`config.mk`:
```
export PLATFORM = sky130hd
export DESIGN_NAME = result_reader
export DESIGN_NICKNAME = d
export VERILOG_FILES = /design/src/rtl/nn_pkg.sv /design/src/rtl/result_reader.sv
export SDC_FILE = /design/constraint.sdc
export NUM_CORES = 1
export LEC_CHECK = 0
export CAP_MARGIN = 20
export CORE_MARGIN = 8
export CORE_UTILIZATION = 42
export CTS_BUF_LIST = sky130_fd_sc_hd__clkbuf_16
export CTS_CLUSTER_SIZE = 25
export DETAILED_ROUTE_END_ITERATION = 10
export PLACE_DENSITY = 0.81
export SYNTH_ARGS = -nofsm -noshare
export SYNTH_HDL_FRONTEND = slang
export SYNTH_SLANG_ARGS = --single-unit
```
`constraint.sdc`:
```
create_clock -name CLK -period 2.8 [get_ports CLK]
set_input_delay 0.56 -clock CLK [delete_from_list [all_inputs] [get_ports CLK]]
set_output_delay 0.56 -clock CLK [all_outputs]
set_load 0.01 [all_outputs]
```
`src/rtl/nn_pkg.sv`:
```
// rtl/nn_pkg.sv - shared NN constants and result drain state encoding
package nn_pkg;

  localparam int OUTPUT_FILE_SIZE = 16;
  localparam int IN_BUS_WIDTH     = 32;
  localparam int MEMORY_WIDTH     = 32;
  localparam int ADDRESS_SIZE     = 2**10;

  localparam int CNT_W     = $clog2(OUTPUT_FILE_SIZE) + 1;
  localparam int IDX_W     = $clog2(OUTPUT_FILE_SIZE);
  localparam int ADDR_BITS = $clog2(ADDRESS_SIZE);

  typedef enum logic [1:0] {
    IDLE  = 2'd0,
    FETCH = 2'd1,
    SEND  = 2'd2,
    DONE  = 2'd3
  } rr_state_t;

  // Requests larger than the output file are silently trimmed to its size.
  function automatic logic [CNT_W-1:0] clamp_count(input logic [CNT_W-1:0] c);
    if (c > CNT_W'(OUTPUT_FILE_SIZE)) begin
      return CNT_W'(OUTPUT_FILE_SIZE);
    end else begin
      return c;
    end
  endfunction

endpackage

```
`src/rtl/result_reader.sv`:
```
// rtl/result_reader.sv - drains consecutive result words from data memory onto a valid/ready stream
module result_reader
  import nn_pkg::*;
(
  input  logic                    CLK,
  input  logic                    RESET_N,
  input  logic                    start,
  input  logic [IN_BUS_WIDTH-1:0] baseAdd,
  input  logic [CNT_W-1:0]        count,
  output logic [IN_BUS_WIDTH-1:0] memAdd,
  input  logic [MEMORY_WIDTH-1:0] memData,
  output logic                    outValid,
  input  logic                    outReady,
  output logic [MEMORY_WIDTH-1:0] outData,
  output logic [IDX_W-1:0]        outIndex,
  output logic                    outLast,
  output logic                    busy,
  output logic                    done
);

  rr_state_t                state, next_state;
  logic [IN_BUS_WIDTH-1:0]  base;
  logic [CNT_W-1:0]         rdPtr;
  logic [CNT_W-1:0]         cnt;
  logic                     capture;
  logic                     load;
  logic                     drop;

  // Address is derived from registered state only; the modulo wraps at the memory depth.
  assign memAdd = (base + IN_BUS_WIDTH'(rdPtr)) % IN_BUS_WIDTH'(ADDRESS_SIZE);
  assign busy   = (state == FETCH) || (state == SEND);
  assign done   = (state == DONE);

  // State register.
  always_ff @(posedge CLK or negedge RESET_N) begin
    if (!RESET_N) begin
      state <= IDLE;
    end else begin
      state <= next_state;
    end
  end

  // Next-state and datapath strobes; a handshake with words left reloads the output register in place.
  always_comb begin
    next_state = state;
    capture    = 1'b0;
    load       = 1'b0;
    drop       = 1'b0;
    case (state)
      IDLE: begin
        if (start) begin
          capture    = 1'b1;
          next_state = (clamp_count(count) == '0) ? DONE : FETCH;
        end
      end
      FETCH: begin
        load       = 1'b1;
        next_state = SEND;
      end
      SEND: begin
        if (outReady) begin
          if (rdPtr == cnt) begin
            drop       = 1'b1;
            next_state = DONE;
          end else begin
            load = 1'b1;
          end
        end
      end
      DONE: next_state = IDLE;
      default: next_state = IDLE;
    endcase
  end

  // Drain bookkeeping and the single-stage output register.
  always_ff @(posedge CLK or negedge RESET_N) begin
    if (!RESET_N) begin
      base     <= '0;
      cnt      <= '0;
      rdPtr    <= '0;
      outData  <= '0;
      outIndex <= '0;
      outLast  <= 1'b0;
      outValid <= 1'b0;
    end else begin
      if (capture) begin
        base  <= baseAdd;
        cnt   <= clamp_count(count);
        rdPtr <= '0;
      end
      if (load) begin
        outData  <= memData;
        outIndex <= rdPtr[IDX_W-1:0];
        outLast  <= (rdPtr == cnt - CNT_W'(1));
        rdPtr    <= rdPtr + CNT_W'(1);
        outValid <= 1'b1;
      end else if (drop) begin
        outValid <= 1'b0;
      end
    end
  end

endmodule
```
==> flow_summary.json <==
{
  "timing.critical_path.cells": "ha_2, inv_2, fa_2, nor2b_2, o21ai_2, a21oi_2, buf_4, o21ai_2, xnor2_1, buf_2",
  "mappedNetlistArea_sq_um": 3130,
  "floorplan.initialDensity": 0.433,
  "via_per_inst": 4.80,
  "required_ps": 2240,
  "maxCapViolCount": 0,
  "crit_fanout": 3,
  "area_delta_synth_final_pct": 44.0,
  "cts-htree-levels": 3,
  "synth_flop_cell": "dfrtp_1",
  "yosysTopAreaCellShare": 0.480,
  "min-delay-path-class": "in -> async",
  "dieWidth_um": 102,
  "clk-insertion-delay-late_ps": 320,
  "yosysSeqAreaShare": 0.480,
  "place_area_sq_um": 4200,
  "netlist_top_cells_area": "dfrtp_1, mux2_2, buf_4, ha_1, xnor2_1",
  "layout-drive-gt1-share": 0.234,
  "drt-wirelength-per-cell_um": 15.7,
  "post-route-min-period_ps": 2730,
  "count_of_state_elements_after_synthesis": 60,
  "hold_ws_ps": 221,
  "timing.slew.headroom": 0.637,
  "largest_net_degree_at_the_start_of_global_routing": 50,
  "vdd.ir_drop.worst_v": 0.000573,
  "detailedRoute.firstPassIterationCount": 5,
  "number_of_enable_flip_flop_cells_after_synthesis": 0,
  "drc": 0,
  "timing.fmax_mhz": 366,
  "grt.total_usage": 0.145,
  "arrival_ps": 2170,
  "share_of_the_core_filled_with_cells_in_the_final_layout": 0.624,
  "num_io_pins": 145,
  "layout.cell_area.non_filler_sq_um": 4500,
  "critical-path-slowest-cell": "dfrtp_1",
  "maxSlewViolCount": 0,
  "syn-instance-count": 264,
  "layout.cells.non_filler": 484,
  "finalCritPeriodShare": 0.976,
  "final_antenna_net_count": 0,
  "critical_path.n_buffers_inverters": 3,
  "library_cells_used_by_synthesis": 38,
  "setup_violations": 0,
  "timing.critical_path.to_type": "output port",
  "dieArea_sq_um": 10500,
  "cts.path.max_buffers": 2,
  "final.setup_skew_ps": 5.68,
  "antenna_found_initial": 0,
  "hold_violations": 0,
  "reg2reg_setup_slack_ps": 780,
  "pwr_density_cell_nw_per_um2": 1230,
  "portBuffers": 100,
  "post-place-ws_ps": -80.6,
  "static-leakage-power_nw": 1.97,
  "place.gp.congestion": 0.746,
  "total_clock_sinks": 60,
  "dp.final_hpwl_um": 5700,
  "antenna_cells": 0,
  "unrepaired_setup_endpoints_after_global_routing": "true",
  "rows": 31,
  "outcome": "finished, final reports clean",
  "cts_tree": "yes",
  "vias": 2325,
  "critical-path-max-stage-delay_ps": 350,
  "synthesis.yosys.warnings": 0,
  "root_buffer": "clkbuf_16",
  "detailedRoute.firstIterationViolations": 62,
  "netlist.top_cell.by_area": "dfrtp_1",
  "post-route-worst-setup-slack_ps": 67.8,
  "start_kind": "flip-flop",
  "post_synth.cell_area_avg_sq_um": 11.8,
  "design.core.area_sq_um": 7210,
  "first_global_vias": 2505,
  "timing.setup.critical_path_class": "reg -> out",
  "cts_inserted_buffers": 9,
  "timing_worst_slew_pin_value_ps": 544,
  "dieHeight_um": 102,
  "post_synth_most_frequent_cells": "dfrtp_1, mux2_2, buf_4, inv_1, nand2_1",
  "fin_nets": 466,
  "dp.cells": 467,
  "globalRouteOverflowTotal": 0,
  "clkTransAtPathRegs_ps": 50,
  "route.final.wire_length_um": 7600,
  "dominant_cell_type_by_count_on_the_critical_path": "o21ai_2",
  "total_neg_setup_slack_ps": 0,
  "cp_top_family": "adder cells",
  "global_route_wire_length_before_repair_um": 11800,
  "post-synth-top-count-cell": "dfrtp_1",
  "synth-async-reset-ratio": 1.00,
  "post_layout_total_power_mw": 5.52
}
state kept, by name, summed over array words and instances (netlist names):
name and flops:
base 10, cnt 5, outData 32, outIndex 4, outLast 1, outValid 1, rdPtr 5, state 2
power breakdown:
part           switching, mW  total (mW)  internal [mW]
Combinational           1.26        2.89           1.63
Clock                  0.381        1.06          0.675
Sequential             0.281        1.58           1.30
cells by family after synthesis:
kind of cell             count (synthesis)  synth area share
AO/OA/AOI/OAI                           30            0.0613
XOR/XNOR                                15            0.0444
adder cells (fa/ha/maj)                 13            0.0544
buffers and inverters                   46            0.0937
flip-flops                              60             0.480
multiplexers                            52             0.186
other                                    1           0.00120
AND/OR/NAND/NOR                         47            0.0789
metal layers:
| metal | track usage | share of wire | vias to the layer above |
|---|---|---|---|
| met5 | 0 | 0 | - |
| met4 | 0.0576 | 0.013 | 0 |
| met3 | 0.0743 | 0.12 | 8 |
| met2 | 0.237 | 0.49 | 88 |
| met1 | 0.154 | 0.38 | 1136 |
| li1 | - | - | 1093 |
cells in the final DEF, fill, tap and decap left out, drive strengths merged, types with 4 or more instances in the layout:
cell type,instances
mux2,48
clkdlybuf4s50,92
clkbuf,10
clkinv,4
mux2i,4
nand2,16
dfrtp,60
buf,17
nand3,7
a21oi,8
ha,12
nor2,5
inv,17
conb,22
o21ai,13
nor3,4
xnor2,9
nand2b,4
xor2,6
layout make-up:
cell class                      instances  area [sq um]
Clock buffer                            9           225
Clock inverter                          7          58.8
Fill cell                             574          2720
Inverter                               16          60.1
Multi-Input combinational cell        179          1430
Sequential cell                        60          1500
Tap cell                               99           124
Timing Repair Buffer                  114          1100
path summary, 6_finish.rpt:
check                         start          end  cells after the start
setup / recovery            base[0]    memAdd[6]                     10
min in group CLK           outValid     outValid                      1
max in group asynchronous   RESET_N  outData[27]                      2
hold / removal              RESET_N      outLast                      1
hold reg to reg            outValid     outValid                      1
setup reg to reg           state[0]  outData[20]                      6
repair_timing:
| action | CTS | global route |
|---|---|---|
| resized for setup | 16 | 10 |
| buffers inserted | 1 | 0 |
| endpoints found under the hold margin | 0 | 0 |
| cloned | 0 | 0 |
| hold buffers | 0 | 0 |
| endpoints found under the setup margin | 7 | 7 |
| pin swaps | 1 | 4 |
Power figures use the tool's default switching activity.
